--- src/rtl/inst_queue.sv ---
// In-order instruction queue between fetch and issue; circular buffer with explicit count.
// Define IQ_BYPASS_EN for a zero-latency fetch->issue path when the queue is empty.
module inst_queue #(
  parameter int unsigned DEPTH  = 8,
  parameter int unsigned ADDR_W = 3,
  parameter int unsigned DATA_W = 32
) (
  input  logic              clk,
  input  logic              nRST,
  input  logic              flush,
  input  logic              push_valid,
  output logic              push_ready,
  input  logic [DATA_W-1:0] push_inst,
  input  logic [DATA_W-1:0] push_pc,
  output logic              pop_valid,
  input  logic              pop_ready,
  output logic [DATA_W-1:0] pop_inst,
  output logic [DATA_W-1:0] pop_pc,
  output logic [ADDR_W:0]   count
);

  localparam logic [ADDR_W:0] CountFull = (ADDR_W + 1)'(DEPTH);

  logic [DATA_W-1:0] mem_inst_q [DEPTH];
  logic [DATA_W-1:0] mem_pc_q   [DEPTH];

  logic [ADDR_W-1:0] head_q, head_d;
  logic [ADDR_W-1:0] tail_q, tail_d;
  logic [ADDR_W:0]   count_q, count_d;

  logic stored_valid;
  logic bypass;
  logic bypass_take;
  logic push_fire;
  logic stored_pop;
  logic wr_en;

  always_comb begin
    push_ready   = (count_q != CountFull);
    stored_valid = (count_q != '0) & ~flush;
`ifdef IQ_BYPASS_EN
    bypass       = (count_q == '0) & push_valid & ~flush;
`else
    bypass       = 1'b0;
`endif
    pop_valid    = stored_valid | bypass;
    push_fire    = push_valid & push_ready & ~flush;
    bypass_take  = bypass & pop_ready;
    // A bypassed entry consumed this cycle never lands in storage.
    wr_en        = push_fire & ~bypass_take;
    stored_pop   = stored_valid & pop_ready;

    pop_inst = '0;
    pop_pc   = '0;
    if (bypass) begin
      pop_inst = push_inst;
      pop_pc   = push_pc;
    end else if (stored_valid) begin
      pop_inst = mem_inst_q[head_q];
      pop_pc   = mem_pc_q[head_q];
    end
  end

  always_comb begin
    head_d  = head_q;
    tail_d  = tail_q;
    count_d = count_q;
    if (flush) begin
      head_d  = '0;
      tail_d  = '0;
      count_d = '0;
    end else begin
      if (wr_en) begin
        tail_d = tail_q + 1'b1;
      end
      if (stored_pop) begin
        head_d = head_q + 1'b1;
      end
      unique case ({wr_en, stored_pop})
        2'b10:   count_d = count_q + 1'b1;
        2'b01:   count_d = count_q - 1'b1;
        default: count_d = count_q;
      endcase
    end
  end

  always_ff @(posedge clk or negedge nRST) begin
    if (!nRST) begin
      head_q  <= '0;
      tail_q  <= '0;
      count_q <= '0;
    end else begin
      head_q  <= head_d;
      tail_q  <= tail_d;
      count_q <= count_d;
    end
  end

  // Storage is deliberately left out of reset.
  always_ff @(posedge clk) begin
    if (wr_en) begin
      mem_inst_q[tail_q] <= push_inst;
      mem_pc_q[tail_q]   <= push_pc;
    end
  end

  assign count = count_q;

endmodule

--- config.mk ---
export PLATFORM = sky130hd
export DESIGN_NAME = inst_queue
export DESIGN_NICKNAME = d
export VERILOG_FILES = /design/src/rtl/inst_queue.sv
export SDC_FILE = /design/constraint.sdc
export NUM_CORES = 1
export LEC_CHECK = 0
export ABC_AREA = 1
export CORE_UTILIZATION = 59
export CTS_CLUSTER_DIAMETER = 100
export DETAILED_ROUTE_END_ITERATION = 8
export HOLD_SLACK_MARGIN = 0.06
export PLACE_DENSITY = 0.8
export SETUP_SLACK_MARGIN = 0.3
export SYNTH_ARGS = -nofsm -noshare
export SYNTH_HDL_FRONTEND = slang
export SYNTH_SLANG_ARGS = --single-unit
--- constraint.sdc ---
create_clock -name clk -period 4.5 [get_ports clk]
set_input_delay 0.45 -clock clk [delete_from_list [all_inputs] [get_ports clk]]
set_output_delay 0.45 -clock clk [all_outputs]
set_load 0.03 [all_outputs]
* Word level (Yosys, flattened, before mapping)
Memories as Yosys holds them, arrays and structs flattened.
Cells that the tools add are included.
** Storage, ports and cells
- Bits in registers :: 10
- Memory bits (writable) :: 512
- Memories kept :: 2
** Memories
- mem_inst_q :: depth 8, width 32, read ports 1, clocked after Yosys merged registers in 0, write ports 1, RTL line 24 : logic [DATA_W-1:0] mem_inst_q [DEPTH];
- mem_pc_q :: depth 8, width 32, read ports 1, clocked after Yosys merged registers in 0, write ports 1, RTL line 25 : logic [DATA_W-1:0] mem_pc_q [DEPTH];
** Cells by class
- $add $sub $neg :: 4
- Equality and inequality tests :: 3
- Muxes and demuxes :: 10
- Bitwise operators :: 5
- Reductions and logical operators :: 4
** Operators by type and width (count)
- $mux W32 :: 2
- $mux W3 :: 4
- $pmux W4 S2 :: 1
- $add A3 B1 Y3 const B :: 2
- $add A4 B1 Y4 const B :: 1
- $and A1 B1 Y1 :: 4
- $mux W4 :: 1
- $ne A4 B4 Y1 const B :: 1
- $reduce_bool A2 Y1 :: 2
- $reduce_bool A4 Y1 :: 1
- $sub A4 B1 Y4 const B :: 1
- $reduce_bool A3 Y1 :: 1
- $eq A2 B1 Y1 const B :: 1
- $eq A2 B2 Y1 const B :: 1
- $mux W1 :: 2
- $not A1 Y1 :: 1

* Longest topological paths before layout
Gate-level depths: netlist of the first run.
- Depth after elaboration :: 6
- Gate-level depth with buffers :: 14
- Mapped depth without buffers :: 14

* Least setup slack after synthesis of the first run
No wires, ideal clock.
- Path type :: flip-flop to flip-flop
- From :: register count_q[2] (netlist: count[2])
- To :: memory mem_inst_q[0][0] (enable)
- Setup time :: 486 ps
- Data arrival time :: 3802 ps
- Data required time :: 4014 ps
- Path slack :: 212 ps
- Cell stages (with the launch flop) :: 7
- Buffers on the path :: 0
- Period minus slack after synthesis :: 4288 ps
- Cell sequence :: dfrtp_1 inv_1 nand3_2 nand3_1 inv_1 nand2_1 nor2_1
** Between the ends
- Cells in the longest elaborated chain, start to end :: 5
** Ends and longest elaborated chain
- start: declaration :: RTL line 29 : logic [ADDR_W:0] count_q, count_d;
- start signal: assignment :: RTL line 95 : count_q <= count_d;
- $ne A4 B4 Y1 :: RTL line 39 : push_ready = (count_q != CountFull);
- net push_ready :: RTL line 12 : output logic push_ready,
- $and A1 B1 Y1 (2 in series) :: RTL line 47 : push_fire = push_valid & push_ready & ~flush;
- $mux W1 :: RTL line 101 : if (wr_en) begin
- $mux W1 (implied by the code) :: RTL line 102 : mem_inst_q[tail_q] <= push_inst;
- end: declaration :: RTL line 24
The timed path passes the listed nets, and every way through them passes these cells.

* Worst setup path in the final report of the first run
- From :: register head_q[0]
- To :: output pop_inst[12]
** Between the ends
- Cells in the longest elaborated chain, start to end :: 2
** Ends and longest elaborated chain
- start: declaration :: RTL line 27 : logic [ADDR_W-1:0] head_q, head_d;
- start signal: assignment :: RTL line 89 : head_q <= '0;
- start signal: assignment :: RTL line 93 : head_q <= head_d;
- $mem_v2 Z8 W32
- $mux W32 :: RTL line 58 : end else if (stored_valid) begin
- end: declaration :: RTL line 17 : output logic [DATA_W-1:0] pop_inst,
No other way between the ends.

==> results.rst, run 1 <==
.. list-table::
   :header-rows: 1

   * - Metric
     - Value
   * - Main synth FF type
     - sky130_fd_sc_hd__edfxtp_1
   * - Flip-flop and latch count after synthesis
     - 522
   * - Worst reg2reg path startpoint
     - count[0]$_DFFE_PN0P_
   * - Die Ht
     - 188.4 µm
   * - Setup clock skew after layout
     - 0.01769 ns
   * - FF-to-FF setup slack
     - 1.88 ns
   * - DRC violation total after the first TritonRoute iteration
     - 1508
   * - Hold-fix buffers, CTS
     - 0
   * - Data required time at the worst endpoint
     - 4.05 ns
   * - CTS sink count
     - 522
   * - Highest cell delay on the worst timing path
     - 0.74 ns
   * - Average via count per standard cell
     - 6.073
   * - Count of standard-cell rows
     - 67
   * - Synthesized area divided by synthesized cell count
     - 13.23 µm²
   * - Largest net degree at the start of global routing
     - 258
   * - Timing endpoint of the critical path
     - pop_inst[12]
   * - Signal arrival time at the worst endpoint
     - 3.61 ns
   * - Post-synthesis async set-or-reset flop share
     - 1.916%
   * - Leading cell types by count after synthesis
     - sky130_fd_sc_hd__edfxtp_1, sky130_fd_sc_hd__nor2_1, sky130_fd_sc_hd__o21ai_0, sky130_fd_sc_hd__o21ai_1, sky130_fd_sc_hd__o22ai_1
   * - Residual overflow from global routing
     - 0
   * - Max_slew headroom
     - 17.96%
   * - Post-layout total power
     - 13.62 mW
   * - I/O Pins
     - 139
   * - Seq pwr share
     - 40.7%
   * - Setup repair after global routing missed its margin
     - no
   * - Switching power summed over all nets
     - 4.315 mW
   * - Total half-perimeter wirelength after legalization and detailed placement
     - 24300 µm
   * - Switching fraction of total power
     - 31.67%
   * - Min cycle time layout
     - 4.063 ns
   * - Leading area contributor after synthesis
     - sky130_fd_sc_hd__edfxtp_1
   * - Buffer depth of the longest clock path
     - 3
   * - Via count
     - 13.11k
   * - Clock network fraction of design power
     - 31.8%
   * - Instance count on the critical path
     - 6
   * - Number of buffers inserted by port buffering
     - 138
   * - Count of endpoints failing hold in the final timing report
     - 0
   * - Fraction of layout instances using a drive strength above 1
     - 7.553%
   * - Total negative slack
     - 0 ns
   * - Top cell family by delay on the critical path
     - buffers and inverters
   * - Total buffers and inverters traversed by the critical path
     - 2
   * - H-tree level count
     - 2
   * - Final Cycle Share
     - 90.30%
   * - Ordered cell list for the critical path
     - buf_12 -> o21ai_0 -> o22ai_1 -> o21ai_1 -> a31oi_1 -> clkdlybuf4s50_1
   * - Internal portion of total power
     - 9.309 mW
   * - Largest cells by area after synthesis
     - sky130_fd_sc_hd__edfxtp_1, sky130_fd_sc_hd__nor2_1, sky130_fd_sc_hd__o21ai_0, sky130_fd_sc_hd__o21ai_1, sky130_fd_sc_hd__o22ai_1
   * - Crit path launch
     - head_q[0]$_DFFE_PN0P_
   * - Most common cell in the netlist
     - sky130_fd_sc_hd__edfxtp_1
   * - Syn_nets
     - 1622
   * - Startpoint class of the critical path
     - flop
   * - Yosys top cell area share
     - 75.00%
   * - Final setup violating endpoints
     - 0
   * - Cts repair resizes
     - 0
   * - Number of enable flip-flop cells after synthesis
     - 512
   * - Wire length of the first global-routing pass
     - 69990 µm
   * - Kind of critical path
     - reg2out
   * - Core area
     - 0.03387 mm²
   * - Syn Std Cell Area
     - 0.02050 mm²
   * - End of the worst register-to-register path
     - mem_pc_q[2][8]$_DFFE_PP_
   * - Critical Path Slowest Stage Cell
     - sky130_fd_sc_hd__clkdlybuf4s50_1
   * - Total leakage power
     - 7.864 nW
   * - Post-synth cell types
     - 28
   * - Number of cells produced by synthesis
     - 1549
   * - Path class of the lowest-slack min-delay path
     - in2async
   * - TritonCTS Buffers
     - 50
   * - CTS tree
     - built
   * - Chip Width
     - 188.4 µm
   * - Proportion of synthesized chip area in sequential cells
     - 76.23%
   * - Number of pins with negative max-slew slack in the final report
     - 0
   * - Initial antenna violation count
     - 3
   * - Peak supply drop
     - 491.7 µV
   * - Worst Max-Slew Pin Slew
     - 1.231 ns
   * - Logic gate share of total power
     - 27.5%
   * - Number of global-route vias before repair
     - 12.64k
   * - Max Clk Rate
     - 246.1 MHz
   * - Initial standard-cell utilization of the core
     - 60.53%
   * - MaxCap Viol Count
     - 0
   * - Root buffer cell
     - sky130_fd_sc_hd__clkbuf_16
   * - Signed area change from the synthesized netlist to the final layout
     - 17.37%
   * - GPL Wtd Cong
     - 0.7974
   * - DRT Wirelength
     - 45880 µm
   * - Post-CTS clock slew at the launch and capture registers of the worst setup and hold paths
     - 0.06 ns
   * - Number of antenna-violating nets in the routed design
     - 0
   * - Later-pin clock latency in the skew report
     - 0.57 ns
   * - Warnings from Yosys
     - 0
   * - Critical-path maximum fanout
     - 257
   * - Number of cells on the worst reg-to-reg path
     - 7
   * - Routed length per placed instance
     - 21.26 µm
   * - Die Footprint
     - 0.03549 mm²
   * - Global-route usage over all layers
     - 25.71%
   * - First drt pass iteration count
     - 7
   * - Total power divided by cell area
     - 566.3 mW/mm²
   * - Run status
     - finished, final reports clean
   * - Buffers inserted by post-CTS timing repair
     - 0
   * - Net count, final
     - 1739
   * - Crit. End Element
     - primary output
   * - DR DRC count
     - 0
==> final cells by class <==
cell class              count  area [µm²]
inverters                  23       96.34
clock buffers              57        1299
flip-flops and latches    522       15630
fillers                  2062        9809
repair buffers            170        1797
multi-input cells         899        4254
well taps                 448       560.5
clock inverters            37       414.1
diodes                      2       5.005
==> cell families (layout without fill, tap and decap cells) <==
kind of cell,Yosys count,after routing,share of synthesized area (%)
XOR/XNOR,1,1,0.04274
AO/OA/AOI/OAI,460,460,12.03
AND/OR/NAND/NOR,434,434,8.143
other,0,2,0
buffers and inverters,128,287,3.314
flip-flops,522,522,76.23
adder cells (fa/ha/maj),4,4,0.2442
==> power groups by stage <==
stage / Sequential [mW] / Clock (mW) / Combinational (mW)
2_1_floorplan: 5.67 / 0 / 2.49
4_1_cts: 5.55 / 4.36 / 3.73
6_report: 5.55 / 4.34 / 3.74
5_1_grt: 5.56 / 4.56 / 4.04
3_5_place_dp: 5.65 / 0 / 3.69
3_3_place_gp: 5.64 / 0 / 3.60
==> stage by stage <==
stage          instance area [µm²]  utilization (%)  instances  setup slack (ns)  hold WS (ns)
2_1_floorplan                20500                -       1549            0.2118        0.1544
3_3_place_gp                 22340            65.96       2062             1.109        0.5769
3_5_place_dp                 22340            65.96       2062             1.035        0.5702
4_1_cts                      24050            71.02       2156            0.5155        0.2031
5_1_grt                      24060            71.03       2157            0.3123        0.2396
6_report                     24060            71.04       2158            0.4366        0.2054
==> metal layers <==
layer,global-route usage [%],wire [µm],up-vias
met3,4.209,3689,87
met1,34.77,18130,6422
met5,0,24,-
met4,9.460,1256,4
met2,42.49,22780,638
li1,-,-,5955
==> cell usage in the layout (no fill, tap or decap), types with 17 or more instances in the layout <==
cell / count
sky130_fd_sc_hd__nor2_1: 386
sky130_fd_sc_hd__nand2_1: 25
sky130_fd_sc_hd__inv_1: 17
sky130_fd_sc_hd__o21ai_0: 208
sky130_fd_sc_hd__buf_4: 18
sky130_fd_sc_hd__clkbuf_16: 51
sky130_fd_sc_hd__o21ai_1: 120
sky130_fd_sc_hd__a31oi_1: 64
sky130_fd_sc_hd__o22ai_1: 65
sky130_fd_sc_hd__clkdlybuf4s50_1: 138
sky130_fd_sc_hd__edfxtp_1: 512
==> flip-flops by register name, summed over array words and instances, names as in the netlist <==
signal,flops
mem_pc_q,256
tail_q,3
head_q,3
count,4
mem_inst_q,256
==> worst reg2reg max path: stages, from the launching register on <==
cell and delay [ns]:
sky130_fd_sc_hd__dfrtp_1 0.45, sky130_fd_sc_hd__nor2_2 0.07, sky130_fd_sc_hd__nand3_2 0.09, sky130_fd_sc_hd__nand3_1 0.08
sky130_fd_sc_hd__inv_1 0.10, sky130_fd_sc_hd__nand2_1 0.25, sky130_fd_sc_hd__nor2_4 0.67, sky130_fd_sc_hd__buf_4 0.53
==> worst min-delay path by stage <==
stage,end,cells past startpoint,slack (ns),from
final,count[2]$_DFFE_PN0P_,1,0.21,nRST
after global routing,count[2]$_DFFE_PN0P_,1,0.24,nRST
after CTS,count[2]$_DFFE_PN0P_,1,0.20,nRST
after detailed placement,count[0]$_DFFE_PN0P_,1,0.57,count[0]$_DFFE_PN0P_
after global placement,count[0]$_DFFE_PN0P_,1,0.58,count[0]$_DFFE_PN0P_
after floorplan,count[0]$_DFFE_PN0P_,0,0.15,nRST
No activity file was read; power rests on OpenSTA's default activity.
==> inputs of run 2 (changes only) <==
--- a/config.mk
+++ b/config.mk
@@ -6,11 +6,11 @@
 export NUM_CORES = 1
 export LEC_CHECK = 0
 export ABC_AREA = 1
-export CORE_UTILIZATION = 59
+export CORE_UTILIZATION = 53
 export CTS_CLUSTER_DIAMETER = 100
 export DETAILED_ROUTE_END_ITERATION = 8
 export HOLD_SLACK_MARGIN = 0.06
-export PLACE_DENSITY = 0.8
+export PLACE_DENSITY = 0.76
 export SETUP_SLACK_MARGIN = 0.3
 export SYNTH_ARGS = -nofsm -noshare
 export SYNTH_HDL_FRONTEND = slang
==> constraint.sdc (replaced) <==
create_clock -name clk -period 3.5 [get_ports clk]
set_input_delay 0.35 -clock clk [delete_from_list [all_inputs] [get_ports clk]]
set_output_delay 0.35 -clock clk [all_outputs]
set_load 0.03 [all_outputs]
==> run 2 against run 1 <==
Net effect: non-clock buffer count is 5 higher; die area is 11% higher; power is 27% higher; via count is 0.25% lower; setup slack worse by 0.18 ns; critical path type unchanged.
==> results.rst, run 2 (synthesized netlist as in run 1, its figures left out) <==
.. list-table::
   :header-rows: 1

   * - Metric
     - Value
   * - Run status
     - finished, final reports clean
   * - Kind of critical path
     - reg2out
   * - Setup repair after global routing missed its margin
     - yes
   * - Core area
     - 0.03784 mm²
   * - Max_slew headroom
     - 50.56%
   * - Post-placement setup slack
     - 0.05538 ns
   * - Fraction of layout instances using a drive strength above 1
     - 9.708%
   * - Signal arrival time at the worst endpoint
     - 2.89 ns
   * - Net count, final
     - 1745
   * - Final worst setup slack
     - 0.2587 ns
   * - Number of buffers inserted by port buffering
     - 138
   * - DRC violation total after the first TritonRoute iteration
     - 1289
   * - Largest net degree at the start of global routing
     - 88
   * - Final Cycle Share
     - 92.61%
   * - I/O Pins
     - 139
   * - Wire length of the first global-routing pass
     - 72090 µm
   * - Via count
     - 13.07k
   * - MaxCap Viol Count
     - 0
   * - Chip Width
     - 198.7 µm
   * - Global-route usage over all layers
     - 24.01%
   * - Total half-perimeter wirelength after legalization and detailed placement
     - 24210 µm
   * - Peak supply drop
     - 535.9 µV
   * - CTS tree
     - built
   * - FF-to-FF setup slack
     - 1.37 ns
   * - Most common cell after layout, fill and taps aside
     - sky130_fd_sc_hd__edfxtp_1
   * - Most frequent cells in the layout
     - sky130_fd_sc_hd__edfxtp_1, sky130_fd_sc_hd__nor2_1, sky130_fd_sc_hd__o21ai_0
   * - Buffer depth of the longest clock path
     - 3
   * - Count of standard-cell rows
     - 71
   * - Non-Filler Instances
     - 2223
   * - Min cycle time layout
     - 3.241 ns
   * - Number of global-route vias before repair
     - 13.03k
   * - H-tree level count
     - 2
   * - CTS sink count
     - 522
   * - First drt pass iteration count
     - 5
   * - Layout Utilization
     - 63.69%
   * - Hold-fix buffers, CTS
     - 0
   * - Routed length per placed instance
     - 21.32 µm
   * - Count of endpoints failing hold in the final timing report
     - 0
   * - Max Clk Rate
     - 308.5 MHz
   * - Total leakage power
     - 8.139 nW
   * - Initial antenna violation count
     - 3
   * - Worst Max-Slew Pin Slew
     - 0.7417 ns
   * - Critical-path maximum fanout
     - 58
   * - Die Footprint
     - 0.03947 mm²
   * - Crit. End Element
     - primary output
   * - TritonCTS Buffers
     - 51
   * - Root buffer cell
     - sky130_fd_sc_hd__clkbuf_16
   * - DRT Wirelength
     - 47400 µm
   * - Total power divided by cell area
     - 718.6 mW/mm²
   * - Signed area change from the synthesized netlist to the final layout
     - 17.59%
   * - Startpoint class of the critical path
     - flop
   * - Path class of the lowest-slack min-delay path
     - in2async
   * - Total negative slack
     - 0 ns
   * - Average via count per standard cell
     - 5.881
   * - Number of pins with negative max-slew slack in the final report
     - 0
   * - Final setup violating endpoints
     - 0
   * - Post-CTS clock slew at the launch and capture registers of the worst setup and hold paths
     - 0.06 ns
   * - Data required time at the worst endpoint
     - 3.15 ns
   * - Initial standard-cell utilization of the core
     - 54.17%
   * - Residual overflow from global routing
     - 0
   * - GPL Wtd Cong
     - 0.7500
   * - DR DRC count
     - 0
   * - Number of placed cells counting well taps
     - 2126
   * - Die Ht
     - 198.7 µm
   * - Later-pin clock latency in the skew report
     - 0.57 ns
   * - Number of antenna-violating nets in the routed design
     - 0
   * - Filler instances
     - 2782
   * - Setup clock skew after layout
     - 0.02197 ns
## run 2: changes by cell type in the layout (fill, tap and decap cells not counted), sizes merged, moves of 7 or more
cell	change
clkdlybuf4s50	-63
dlymetal6s2s	+7
buf	+34
dlygate4sd2	+22
clkbuf	+10
## run 2: final timing paths
check / cells past startpoint / start / endpoint
setup / recovery: 6 / head_q[1]$_DFFE_PN0P_ / pop_pc[12]
hold / removal: 1 / nRST / head_q[1]$_DFFE_PN0P_
setup reg to reg: 7 / count[0]$_DFFE_PN0P_ / mem_pc_q[0][18]$_DFFE_PP_
hold reg to reg: 1 / count[0]$_DFFE_PN0P_ / count[0]$_DFFE_PN0P_
max in group asynchronous: 1 / nRST / head_q[0]$_DFFE_PN0P_
min in group clk: 2 / flush / head_q[1]$_DFFE_PN0P_
## run 2: timing repair
item                                    in CTS  in global routing
gates cloned                                 1                  2
buffers inserted                             1                  0
gates resized for setup                     33                 16
endpoints found under the setup margin      43                 18
pin swaps                                    0                  1
## run 2: critical path, cell delays in order (launching register included)
cell and delay, ns:
sky130_fd_sc_hd__dfrtp_4 0.57, sky130_fd_sc_hd__buf_12 0.30, sky130_fd_sc_hd__o21ai_0 0.17, sky130_fd_sc_hd__o22ai_1 0.28, sky130_fd_sc_hd__o21ai_1 0.09, sky130_fd_sc_hd__a31oi_1 0.17
sky130_fd_sc_hd__clkdlybuf4s50_1 0.70
## run 2: cell type report
type | instances | area [µm²] | area share, %
multi-input combinational | 899 | 4264 | 17.69
clock buffer | 63 | 1343 | 5.570
tap | 511 | 639.4 | 2.653
inverter | 23 | 106.4 | 0.4412
timing repair buffer | 175 | 1858 | 7.709
sequential | 522 | 15630 | 64.86
clock inverter | 28 | 255.2 | 1.059
antenna | 2 | 5.005 | 0.02076
## run 2: where the power goes
group	total (mW)	internal (mW)	leakage, nW	switching [mW]
clock	5.23	3.02	0.778	2.22
combinational	4.91	1.61	2.61	3.31
sequential	7.17	7.06	4.76	0.119
total	17.3	11.7	8.14	5.64
## run 2: per-layer routing
metal,routed length [µm],vias up,track usage (%)
li1,-,5964,-
met1,19290,6499,31.72
met2,23750,523,40.83
met3,3287,85,3.832
met4,1052,2,7.721
met5,17,-,0
## run 2: metrics by stage
step | hold WS [ns] | power (mW) | instance area [µm²]
after floorplan | 0.05441 | 10.49 | 20520
after global placement | 0.5643 | 11.96 | 22370
after detailed placement | 0.5783 | 12.07 | 22370
after CTS | 0.1540 | 17.30 | 24020
after global routing | 0.1739 | 18.06 | 24100
final | 0.1511 | 17.32 | 24100
==> inputs of run 3 (changes only) <==
--- a/config.mk
+++ b/config.mk
@@ -6,11 +6,13 @@
 export NUM_CORES = 1
 export LEC_CHECK = 0
 export ABC_AREA = 1
-export CORE_UTILIZATION = 53
+export CELL_PAD_IN_SITES_DETAIL_PLACEMENT = 0
+export CELL_PAD_IN_SITES_GLOBAL_PLACEMENT = 1
+export CORE_UTILIZATION = 52
 export CTS_CLUSTER_DIAMETER = 100
 export DETAILED_ROUTE_END_ITERATION = 8
 export HOLD_SLACK_MARGIN = 0.06
-export PLACE_DENSITY = 0.76
+export PLACE_DENSITY_LB_ADDON = 0.1
 export SETUP_SLACK_MARGIN = 0.3
 export SYNTH_ARGS = -nofsm -noshare
 export SYNTH_HDL_FRONTEND = slang
==> constraint.sdc (replaced) <==
create_clock -name clk -period 4.2 [get_ports clk]
set_input_delay 0.42 -clock clk [delete_from_list [all_inputs] [get_ports clk]]
set_output_delay 0.42 -clock clk [all_outputs]
set_load 0.03 [all_outputs]
==> run 3 against run 2 <==
Net effect: via count shrank 4.1%; final area shrank 0.35%; combinational power shrank 19%; power shrank 17%; global-route usage shrank 1.4 points; non-clock buffer count shrank 5; clock power shrank 17%; sequential power shrank 17%.
==> results.rst, run 3 (synthesized netlist as in run 1, its figures left out) <==
.. list-table::
   :header-rows: 1

   * - Metric
     - Value
   * - Startpoint class of the critical path
     - flop
   * - Flip-flop and latch area
     - 0.01563 mm²
   * - Average via count per standard cell
     - 5.634
   * - Net count, final
     - 1741
   * - Kind of critical path
     - reg2out
   * - Setup clock skew after layout
     - 0.01070 ns
   * - Signal arrival time at the worst endpoint
     - 3.39 ns
   * - Fraction of layout instances using a drive strength above 1
     - 7.331%
   * - Initial antenna violation count
     - 3
   * - First drt pass iteration count
     - 5
   * - Signed area change from the synthesized netlist to the final layout
     - 17.17%
   * - Count of standard-cell rows
     - 72
   * - Top cell family by delay on the critical path
     - buffers and inverters
   * - Later-pin clock latency in the skew report
     - 0.57 ns
   * - Critical Path Slowest Stage Cell
     - sky130_fd_sc_hd__clkdlybuf4s50_1
   * - H-tree level count
     - 2
   * - Global-route usage over all layers
     - 22.57%
   * - Max Clk Rate
     - 262.3 MHz
   * - Die Footprint
     - 0.04022 mm²
   * - Final Cycle Share
     - 90.76%
   * - Number of buffers inserted by port buffering
     - 138
   * - Crit. End Element
     - primary output
   * - Chip Width
     - 200.5 µm
   * - CTS sink count
     - 522
   * - GPL Wtd Cong
     - 0.8142
   * - I/O Pins
     - 139
   * - Number of global-route vias before repair
     - 12.17k
   * - Total buffers and inverters traversed by the critical path
     - 3
   * - Total half-perimeter wirelength after legalization and detailed placement
     - 23960 µm
   * - Most frequent cells in the layout
     - sky130_fd_sc_hd__edfxtp_1, sky130_fd_sc_hd__nor2_1, sky130_fd_sc_hd__o21ai_0
   * - Die Ht
     - 200.5 µm
   * - Post-CTS clock slew at the launch and capture registers of the worst setup and hold paths
     - 0.06 ns
   * - Routed length per placed instance
     - 20.09 µm
   * - DRT Wirelength
     - 44710 µm
   * - Via count
     - 12.54k
   * - Max_slew headroom
     - 46.48%
   * - Highest cell delay on the worst timing path
     - 0.69 ns
   * - Crit path launch
     - head_q[0]$_DFFE_PN0P_
   * - Total leakage power
     - 7.819 nW
   * - Residual overflow from global routing
     - 0
   * - Min cycle time layout
     - 3.812 ns
   * - MaxCap Viol Count
     - 0
   * - TritonCTS Buffers
     - 52
   * - Data required time at the worst endpoint
     - 3.78 ns
   * - Buffer depth of the longest clock path
     - 3
   * - Worst Max-Slew Pin Slew
     - 0.8008 ns
   * - Critical-path maximum fanout
     - 72
   * - End of the worst register-to-register path
     - mem_pc_q[2][8]$_DFFE_PP_
   * - DRC violation total after the first TritonRoute iteration
     - 989
   * - Non-Filler Instances
     - 2226
   * - Multi-input gate area in the final layout
     - 0.004254 mm²
   * - Instance count on the critical path
     - 7
   * - Path class of the lowest-slack min-delay path
     - in2async
   * - Number of pins with negative max-slew slack in the final report
     - 0
   * - Most common cell after layout, fill and taps aside
     - sky130_fd_sc_hd__edfxtp_1
   * - Count of endpoints failing hold in the final timing report
     - 0
   * - Final setup violating endpoints
     - 0
   * - Largest net degree at the start of global routing
     - 130
   * - Peak supply drop
     - 443.0 µV
   * - Wire length of the first global-routing pass
     - 70140 µm
   * - Total negative slack
     - 0 ns
   * - Worst reg2reg path startpoint
     - count[1]$_DFFE_PN0P_
   * - Initial standard-cell utilization of the core
     - 52.92%
   * - Core area
     - 0.03874 mm²
   * - Number of cells on the worst reg-to-reg path
     - 7
   * - DR DRC count
     - 0
   * - Filler instances
     - 2938
   * - Setup repair after global routing missed its margin
     - yes
   * - Run status
     - finished, final reports clean
   * - Total power divided by cell area
     - 595.2 mW/mm²
   * - Ordered cell list for the critical path
     - inv_8 -> buf_4 -> nor2_1 -> o22ai_1 -> o21ai_1 -> a31oi_1 -> clkdlybuf4s50_1
   * - Timing endpoint of the critical path
     - pop_pc[27]
   * - Root buffer cell
     - sky130_fd_sc_hd__clkbuf_16
   * - Number of antenna-violating nets in the routed design
     - 0
   * - Number of placed cells counting well taps
     - 2132
   * - CTS tree
     - built
   * - FF-to-FF setup slack
     - 1.79 ns
## run 3: cell types whose count changed in the layout (fill, tap and decap cells not counted), sizes merged
cell,delta
clkinvlp,-2
clkdlybuf4s50,+63
clkinv,+5
diode,+1
clkbuf,-5
buf,-34
bufbuf,-1
inv,-2
dlymetal6s2s,-7
dlygate4sd2,-22
## run 3: worst reg2reg max path: cells and delay by family (launching register included)
family | cells | cell delay (ns)
and+or+nand+nor | 5 | 1.21
DFF | 1 | 0.45
buffers and inverters | 2 | 0.42
## run 3: worst min-delay path by stage
| stage | start | slack, ns | to | cells past startpoint |
|---|---|---|---|---|
| 2_1_floorplan | nRST | 0.12 | count[0]$_DFFE_PN0P_ | 0 |
| 3_3_place_gp | tail_q[0]$_DFFE_PN0P_ | 0.57 | tail_q[0]$_DFFE_PN0P_ | 2 |
| 3_5_place_dp | tail_q[0]$_DFFE_PN0P_ | 0.58 | tail_q[0]$_DFFE_PN0P_ | 2 |
| 4_1_cts | nRST | 0.17 | count[1]$_DFFE_PN0P_ | 1 |
| 5_1_grt | nRST | 0.21 | count[2]$_DFFE_PN0P_ | 1 |
| 6_report | nRST | 0.18 | count[1]$_DFFE_PN0P_ | 1 |
## run 3: layout make-up
cell class	instances	share of cell area (%)
inverter	23	0.4115
sequential	522	65.09
clock buffer	62	5.663
multi-input combinational	899	17.71
tap	518	2.698
timing repair buffer	170	7.439
clock inverter	29	0.9585
antenna	3	0.03126
## run 3: repair_timing
action | 4_1_cts | 5_1_grt
setup buffers | 0 | 0
endpoints found under the hold margin | 0 | 0
setup endpoints to repair | 4 | 19
resized for setup | 2 | 2
hold buffers | 0 | 0
pin swaps | 0 | 0
## run 3: power by group
part | leakage, nW | internal, mW | total, mW | switching, mW
Clock | 0.790 | 2.53 | 4.35 | 1.82
Combinational | 2.27 | 1.34 | 3.96 | 2.62
Sequential | 4.76 | 5.88 | 5.98 | 0.104
Total | 7.82 | 9.75 | 14.3 | 4.55
## run 3: metrics by stage
step	worst slack (ns)	instance area (µm²)	hold WS [ns]	utilization, %	power, mW
2_1_floorplan	-0.08821	20500	0.1244	-	8.748
3_3_place_gp	0.7846	22400	0.5750	57.83	10.03
3_5_place_dp	0.6729	22400	0.5824	57.83	10.06
4_1_cts	0.3459	24000	0.1658	61.95	14.41
5_1_grt	0.2236	24020	0.2055	62.00	14.97
6_report	0.3880	24020	0.1766	62.00	14.29
## run 3: metal layers
| metal | part of all wire [%] | vias to the layer above | wire [µm] | global-route usage [%] |
|---|---|---|---|---|
| met3 | 5.3 | 83 | 2353 | 3.880 |
| met5 | 0.031 | - | 14 | 0 |
| met4 | 2.4 | 2 | 1054 | 6.788 |
| met2 | 49 | 342 | 21870 | 37.33 |
| met1 | 43 | 6158 | 19420 | 30.84 |
| li1 | - | 5957 | - | - |
